`config.mk`:
```
export PLATFORM = sky130hd
export DESIGN_NAME = gtest_objection_mon_flat
export DESIGN_NICKNAME = d
export VERILOG_FILES = /design/src/rtl/gtest_objection_mon_if.sv /design/src/rtl/gtest_objection_mon.sv /design/src/flat_wrapper.sv
export SDC_FILE = /design/constraint.sdc
export NUM_CORES = 1
export LEC_CHECK = 0
export ABC_AREA = 0
export CAP_MARGIN = 30
export CORE_MARGIN = 3
export CORE_UTILIZATION = 52
export CTS_CLUSTER_DIAMETER = 100
export CTS_CLUSTER_SIZE = 16
export DETAILED_ROUTE_END_ITERATION = 12
export PLACE_DENSITY = 0.84
export SLEW_MARGIN = 20
export SYNTH_ARGS = -nofsm -noshare
export SYNTH_HDL_FRONTEND = slang
export SYNTH_SLANG_ARGS = --single-unit
```
`constraint.sdc`:
```
create_clock -name clk -period 4.3 [get_ports clk]
set_clock_uncertainty 0.2 [all_clocks]
set_input_delay 0.645 -clock clk [delete_from_list [all_inputs] [get_ports clk]]
set_output_delay 0.645 -clock clk [all_outputs]
set_load 0.01 [all_outputs]
```
`src/rtl/gtest_objection_mon_if.sv`:
```
// Objection monitor bus: bench-side stimulus (start/raise/drop/results) and monitor status outputs.
// Ports: master drives start, raise, drop, result_valid, result_pass; slave drives ch_busy,
//        total_obj, state, done, status, num_tests/passed/failed, ovf_err, unf_err.
interface gtest_objection_mon_if #(
  parameter int NUM_CH  = 4,
  parameter int CNT_W   = 8,
  parameter int TALLY_W = 16
);
  localparam int TOT_W = CNT_W + $clog2(NUM_CH) + 1;

  logic                start;
  logic [NUM_CH-1:0]   raise;
  logic [NUM_CH-1:0]   drop;
  logic                result_valid;
  logic                result_pass;

  logic [NUM_CH-1:0]   ch_busy;
  logic [TOT_W-1:0]    total_obj;
  logic [1:0]          state;
  logic                done;
  logic [1:0]          status;
  logic [TALLY_W-1:0]  num_tests;
  logic [TALLY_W-1:0]  num_passed;
  logic [TALLY_W-1:0]  num_failed;
  logic                ovf_err;
  logic                unf_err;

  modport master (
    output start, raise, drop, result_valid, result_pass,
    input  ch_busy, total_obj, state, done, status,
    input  num_tests, num_passed, num_failed, ovf_err, unf_err
  );

  modport slave (
    input  start, raise, drop, result_valid, result_pass,
    output ch_busy, total_obj, state, done, status,
    output num_tests, num_passed, num_failed, ovf_err, unf_err
  );
endinterface

```
`src/rtl/gtest_objection_mon.sv`:
```
// Objection tracker and end-of-test arbiter: per-channel objection counts, drain timer, result tallies.
// Latency: counts/tallies/state update one cycle after the strobe; DONE DRAIN_CYCLES edges after DRAIN entry.
// Backpressure: none; every strobe is taken each cycle (saturating counters flag ovf/unf instead of stalling).
// Ports: clk, rst_n (async active-low); bus (slave modport) carries strobes in and status out.
module gtest_objection_mon #(
  parameter int NUM_CH       = 4,
  parameter int CNT_W        = 8,
  parameter int DRAIN_CYCLES = 16,
  parameter int TALLY_W      = 16
) (
  input  logic                  clk,
  input  logic                  rst_n,
  gtest_objection_mon_if.slave  bus
);
  localparam int TOT_W = CNT_W + $clog2(NUM_CH) + 1;
  localparam int DRN_W = $clog2(DRAIN_CYCLES + 1);
  localparam logic [CNT_W-1:0]   CNT_MAX   = '1;
  localparam logic [TALLY_W-1:0] TALLY_MAX = '1;

  typedef enum logic [1:0] {
    S_IDLE  = 2'd0,
    S_RUN   = 2'd1,
    S_DRAIN = 2'd2,
    S_DONE  = 2'd3
  } state_e;

  state_e                         r_state, w_state_nxt;
  logic [DRN_W-1:0]               r_drain_cnt, w_drain_nxt;
  logic [NUM_CH-1:0][CNT_W-1:0]   r_cnt, w_cnt_nxt;
  logic [NUM_CH-1:0]              w_busy;
  logic [TOT_W-1:0]               w_total;
  logic                           w_ovf_hit, w_unf_hit;
  logic [TALLY_W-1:0]             r_tests, r_passed, r_failed;
  logic [TALLY_W-1:0]             w_tests_nxt, w_passed_nxt, w_failed_nxt;
  logic                           r_ovf, r_unf, w_ovf_nxt, w_unf_nxt;
  logic [1:0]                     r_status, w_status_nxt;
  logic                           w_start_acc, w_result_acc;

  // Channel counters run in every state; simultaneous raise+drop cancels out.
  always_comb begin
    w_cnt_nxt = r_cnt;
    w_busy    = '0;
    w_total   = '0;
    w_ovf_hit = 1'b0;
    w_unf_hit = 1'b0;
    for (int i = 0; i < NUM_CH; i++) begin
      w_busy[i] = (r_cnt[i] != '0);
      w_total   = w_total + TOT_W'(r_cnt[i]);
      if (bus.raise[i] && !bus.drop[i]) begin
        if (r_cnt[i] == CNT_MAX) w_ovf_hit = 1'b1;
        else                     w_cnt_nxt[i] = r_cnt[i] + 1'b1;
      end else if (bus.drop[i] && !bus.raise[i]) begin
        if (r_cnt[i] == '0) w_unf_hit = 1'b1;
        else                w_cnt_nxt[i] = r_cnt[i] - 1'b1;
      end
    end
  end

  // Next-state: DRAIN re-arms to RUN on any raise even before the count lands.
  always_comb begin
    w_state_nxt = r_state;
    w_drain_nxt = r_drain_cnt;
    case (r_state)
      S_IDLE:  if (bus.start) w_state_nxt = S_RUN;
      S_RUN: begin
        if (w_total == '0) begin
          w_state_nxt = S_DRAIN;
          w_drain_nxt = '0;
        end
      end
      S_DRAIN: begin
        if ((|bus.raise) || (w_total != '0)) begin
          w_state_nxt = S_RUN;
        end else if (r_drain_cnt == DRN_W'(DRAIN_CYCLES - 1)) begin
          w_state_nxt = S_DONE;
        end else begin
          w_drain_nxt = r_drain_cnt + 1'b1;
        end
      end
      S_DONE:  if (bus.start) w_state_nxt = S_RUN;
      default: w_state_nxt = S_IDLE;
    endcase
  end

  assign w_start_acc  = bus.start && ((r_state == S_IDLE) || (r_state == S_DONE));
  assign w_result_acc = bus.result_valid && ((r_state == S_RUN) || (r_state == S_DRAIN));

  // Tallies and sticky flags; an error landing on the start cycle survives the clear.
  always_comb begin
    w_tests_nxt  = r_tests;
    w_passed_nxt = r_passed;
    w_failed_nxt = r_failed;
    if (w_start_acc) begin
      w_tests_nxt  = '0;
      w_passed_nxt = '0;
      w_failed_nxt = '0;
    end else if (w_result_acc) begin
      if (r_tests != TALLY_MAX) w_tests_nxt = r_tests + 1'b1;
      if (bus.result_pass) begin
        if (r_passed != TALLY_MAX) w_passed_nxt = r_passed + 1'b1;
      end else begin
        if (r_failed != TALLY_MAX) w_failed_nxt = r_failed + 1'b1;
      end
    end
    w_ovf_nxt = (r_ovf & ~w_start_acc) | w_ovf_hit;
    w_unf_nxt = (r_unf & ~w_start_acc) | w_unf_hit;
  end

  // Status latched on DONE entry from the post-update tallies, so a result in the final cycle counts.
  always_comb begin
    w_status_nxt = r_status;
    if (w_state_nxt != S_DONE) begin
      w_status_nxt = 2'd0;
    end else if (r_state != S_DONE) begin
      if (w_failed_nxt != '0)      w_status_nxt = 2'd2;
      else if (w_passed_nxt != '0) w_status_nxt = 2'd1;
      else                         w_status_nxt = 2'd3;
    end
  end

  always_ff @(posedge clk or negedge rst_n) begin
    if (!rst_n) begin
      r_state     <= S_IDLE;
      r_drain_cnt <= '0;
      r_cnt       <= '0;
      r_tests     <= '0;
      r_passed    <= '0;
      r_failed    <= '0;
      r_ovf       <= 1'b0;
      r_unf       <= 1'b0;
      r_status    <= 2'd0;
    end else begin
      r_state     <= w_state_nxt;
      r_drain_cnt <= w_drain_nxt;
      r_cnt       <= w_cnt_nxt;
      r_tests     <= w_tests_nxt;
      r_passed    <= w_passed_nxt;
      r_failed    <= w_failed_nxt;
      r_ovf       <= w_ovf_nxt;
      r_unf       <= w_unf_nxt;
      r_status    <= w_status_nxt;
    end
  end

  assign bus.ch_busy    = w_busy;
  assign bus.total_obj  = w_total;
  assign bus.state      = r_state;
  assign bus.done       = (r_state == S_DONE);
  assign bus.status     = r_status;
  assign bus.num_tests  = r_tests;
  assign bus.num_passed = r_passed;
  assign bus.num_failed = r_failed;
  assign bus.ovf_err    = r_ovf;
  assign bus.unf_err    = r_unf;
endmodule

```
`src/flat_wrapper.sv`:
```
// flat-port wrapper written by rule: the top's interface ports become plain ports
module gtest_objection_mon_flat 
#(
  parameter int NUM_CH       = 4,
  parameter int CNT_W        = 8,
  parameter int DRAIN_CYCLES = 16,
  parameter int TALLY_W      = 16
)
  (clk, rst_n, bus_start, bus_raise, bus_drop, bus_result_valid, bus_result_pass, bus_ch_busy, bus_total_obj, bus_state, bus_done, bus_status, bus_num_tests, bus_num_passed, bus_num_failed, bus_ovf_err, bus_unf_err);
  gtest_objection_mon_if #(.NUM_CH(NUM_CH), .CNT_W(CNT_W), .TALLY_W(TALLY_W)) bus_i ();
  input  logic clk;
  input  logic rst_n;
  input wire logic [$bits(bus_i.start)-1:0] bus_start;
  input wire logic [$bits(bus_i.raise)-1:0] bus_raise;
  input wire logic [$bits(bus_i.drop)-1:0] bus_drop;
  input wire logic [$bits(bus_i.result_valid)-1:0] bus_result_valid;
  input wire logic [$bits(bus_i.result_pass)-1:0] bus_result_pass;
  output wire logic [$bits(bus_i.ch_busy)-1:0] bus_ch_busy;
  output wire logic [$bits(bus_i.total_obj)-1:0] bus_total_obj;
  output wire logic [$bits(bus_i.state)-1:0] bus_state;
  output wire logic [$bits(bus_i.done)-1:0] bus_done;
  output wire logic [$bits(bus_i.status)-1:0] bus_status;
  output wire logic [$bits(bus_i.num_tests)-1:0] bus_num_tests;
  output wire logic [$bits(bus_i.num_passed)-1:0] bus_num_passed;
  output wire logic [$bits(bus_i.num_failed)-1:0] bus_num_failed;
  output wire logic [$bits(bus_i.ovf_err)-1:0] bus_ovf_err;
  output wire logic [$bits(bus_i.unf_err)-1:0] bus_unf_err;
  assign bus_i.start = bus_start;
  assign bus_i.raise = bus_raise;
  assign bus_i.drop = bus_drop;
  assign bus_i.result_valid = bus_result_valid;
  assign bus_i.result_pass = bus_result_pass;
  assign bus_ch_busy = bus_i.ch_busy;
  assign bus_total_obj = bus_i.total_obj;
  assign bus_state = bus_i.state;
  assign bus_done = bus_i.done;
  assign bus_status = bus_i.status;
  assign bus_num_tests = bus_i.num_tests;
  assign bus_num_passed = bus_i.num_passed;
  assign bus_num_failed = bus_i.num_failed;
  assign bus_ovf_err = bus_i.ovf_err;
  assign bus_unf_err = bus_i.unf_err;
  gtest_objection_mon #(.NUM_CH(NUM_CH), .CNT_W(CNT_W), .DRAIN_CYCLES(DRAIN_CYCLES), .TALLY_W(TALLY_W)) u_core (.clk(clk), .rst_n(rst_n), .bus(bus_i));
endmodule
```
==> results.md <==
- Syn nets: ~830
- CP Capture Type: primary output
- Initial antenna violation count: 0
- Layout area overhead: 29.19%
- Crit share post-route: 105.3%
- Final nets: between 900 and 1000
- Buffers on Ports: between 80 and 90
- Initial core utilization: ~55%
- Synth async-reset ratio: 100.0%
- RSZ-0062 raised after global routing: true
- Post-synth cell types: slightly above 70
- Final setup margin: -0.2289 ns
- Post-synthesis cell area: about 6700 um2
- Total GRT Usage: approximately a quarter
- DR vias: between 6000 and 7000
- Vias in the first global route: about 5800
- Crit path max-delay cell type: fa_1
- Worst Path Buf+Inv: 5
- CTS tree: done
- Final instance area: around 8700 um2
- Bufs on Longest Clock Path: 2
- Synth area leader: dfrtp_1
- Status: finished with violations
- Area taken by multi-input logic gates: 4519 um2
- Final Critical Period: around 4.5 ns
- Setup CP Type: flip-flop to primary output
- Die Area: around 14000 um2
- Gr ovfl total: 0
- Worst min-delay path class: input port to asynchronous set/reset pin
- Synth top area cells: dfrtp_1 34%, ha_1 9.1%, xor2_1 4.7%, nor2_1 4.5%, xnor2_1 4.3%
- CP max FO: 4
- Worst skew pair latency: 0.37 ns
- Antenna viol nets, final: 0
- Final hold slack: 0.05133 ns
- GPL Wtd Cong: 0.9045
- Reg2Reg Setup Slack: -0.18 ns
- Max Fclk: approximately 0.22 GHz
- Crit path depth: 17
- Diodes inserted: 0
- Pre-antenna DRT Iters: 5
- CP peak stage delay: 0.45 ns
- Clock Pin Slew Worst Setup and Hold Paths: 0.08 ns
- Root Buffer: clkbuf_16
- Die Width: 119.8 um
- Yosys reg bits: a little over 90
- Crit path cell chain: ha_2, inv_2, fa_2, inv_2, a21oi_2, o21ai_2, a21oi_1, o21bai_1, xnor2_1, fa_1, inv_2, ha_4, buf_4, a21oi_4, nand3_2, and2_4, buf_6
- Total Wirelength: 17.51 mm
- DRC: 0
- Core ar.: approximately 12000 um2
- Largest net degree at the start of global routing: 40
- Arrival @ worst endpoint: between 3 and 4 ns
- Max-slew headroom: between 30% and 40%
- H-tree lvl count: 3
- Vias per cell: 5.909
- Sequential Area: 2278 um2
- Critical path's top delay family: adder cells
- Failing checks: setup timing
- Fin. max-slew vios: 0
- Detailed placer's ending HPWL: about 12 mm
- Yosys warning total: 0
- Synth Flop Type: dfrtp_1
- Final Setup Violations: 13
- Max-Cap Viols: 0
- Num CTS Buffers: 9
- Worst-margin pin slew: 0.9166 ns
- Avg WL per Cell: between 15 and 20 um
- CP Launch Type: flip-flop
- Mean Syn Cell Area: ~9 um2
- CTS sink cnt: just over 90
- Post-synth EDFFs: 0
- Fin. Hold Viols: 0
- Top cell by count, worst path: inv_2
- Iteration-0 DRC Markers: 528
- Cell Area, Placed: approximately 8000 um2
- Gate Count Post-Synth: between 700 and 800
- Synth top area share: roughly 34%
- Sequential share of the synthesized area: roughly a third
- Data required time of the worst path: 3.45 ns
- Share of cells above drive strength 1: between 10% and 20%
- R2R cell count: 16
- Commonest non-fill, non-tap cells in the layout: 90 x dfrtp_1, 80 x nor2_1, 72 x clkdlybuf4s50_1
- IO Pins: 83
- First-pass GRT wire length: between 20 and 30 mm
- Hold Buf Count CTS: 0
- Rows: 40
- Most common cell after layout, fill and taps aside: dfrtp_1
- Die height: between 100 and 150 um
- Fillers: 931
what timing repair did:
item / 4_1_cts / 5_1_grt
pin swaps: 18 / 29
endpoints found under the hold margin: 0 / 0
resized for setup: 36 / 58
setup endpoints to repair: 13 / 17
setup buffers: 5 / 5
sequential cells by signal (all words and copies together), names as in the netlist:
register / cells
u_core.r_drain_cnt: 5
u_core.bus.num_failed: 16
u_core.bus.ovf_err: 1
u_core.bus.status: 2
u_core.bus.num_passed: 16
u_core.bus.state: 2
u_core.r_cnt: 32
u_core.bus.num_tests: 16
u_core.bus.unf_err: 1
kinds of logic (layout without fill, tap and decap cells):
group,after synthesis,after routing,share of synthesized area [%]
simple gates,294,294,23.23
flops,91,91,33.79
compound gates,147,147,14.45
other cells,1,1,0.05565
xor+xnor,69,69,8.968
fa+ha+maj,63,63,13.26
buf+inv,70,198,4.010
mux,14,14,2.247
path summary, 6_finish.rpt:
check	from	to
min in group clk	u_core.r_drain_cnt[4]	u_core.r_drain_cnt[4]
max	u_core.r_cnt[8]	bus_total_obj[7]
min	rst_n	u_core.bus.status[1]
max in group asynchronous	rst_n	u_core.r_cnt[31]
max reg2reg	u_core.r_cnt[8]	u_core.bus.state[0]
min reg2reg	u_core.r_drain_cnt[4]	u_core.r_drain_cnt[4]
cell usage after synthesis (3+ instances only):
| cell type | count |
|---|---|
| nand4b_1 | 3 |
| xnor2_1 | 33 |
| nor4_1 | 15 |
| nor3_1 | 13 |
| o21a_1 | 4 |
| buf_2 | 3 |
| and3_1 | 9 |
| mux2i_1 | 5 |
| nor2_1 | 81 |
| or2_2 | 7 |
| inv_1 | 54 |
| mux2_2 | 9 |
| nand3_1 | 26 |
| o21ai_0 | 30 |
| and2_1 | 7 |
| nand2_1 | 49 |
| fa_1 | 14 |
| o31ai_1 | 3 |
| clkbuf_1 | 11 |
| nor2b_1 | 7 |
| nand2b_1 | 9 |
| a21oi_1 | 42 |
| xor2_1 | 36 |
| a21o_1 | 21 |
| or4_1 | 3 |
| nor3b_1 | 5 |
| dfrtp_1 | 91 |
| a32oi_1 | 3 |
| o41a_1 | 4 |
| o21bai_1 | 4 |
| a31oi_1 | 7 |
| o211ai_1 | 4 |
| ha_1 | 49 |
| o41ai_1 | 3 |
| and4_1 | 4 |
| nand4_1 | 28 |
| or3_1 | 10 |
worst reg2reg max path, delay by kind of cell, from the launching register on:
kind / cells / cell delay (ns)
flops: 1 / 0.37
compound gates: 1 / 0.13
buf+inv: 6 / 0.63
fa+ha+maj: 4 / 1.65
simple gates: 4 / 1.18
xor+xnor: 1 / 0.22
final cells by class:
class | count | area share [%]
sequential | 91 | 26.17
clock inverter | 7 | 1.035
inverter | 54 | 2.328
clock buffer | 9 | 2.587
tap | 168 | 2.414
timing repair buffer | 128 | 13.55
multi-input combinational | 588 | 51.91
through the flow:
step | setup slack, ns | util, % | cells | setup TNS (ns)
2_1_floorplan | 0.04456 | - | 749 | 0
3_3_place_gp | -0.2005 | 64.70 | 1019 | -0.4350
3_5_place_dp | -0.2728 | 64.70 | 1019 | -0.9103
4_1_cts | -0.2367 | 68.07 | 1040 | -0.4868
5_1_grt | -0.3466 | 70.43 | 1045 | -3.813
6_report | -0.2289 | 70.43 | 1045 | -1.961
routing by layer:
layer | global-route usage [%] | up-vias | wire, um
li1 | - | 2932 | -
met1 | 30.60 | 2995 | 7514
met2 | 39.83 | 212 | 8735
met3 | 3.534 | 36 | 814
met4 | 8.160 | 0 | 447
met5 | 0 | - | 0
Power is not shown: default switching activity piles up to over one toggle a cycle in this logic, so the estimate is an artifact.
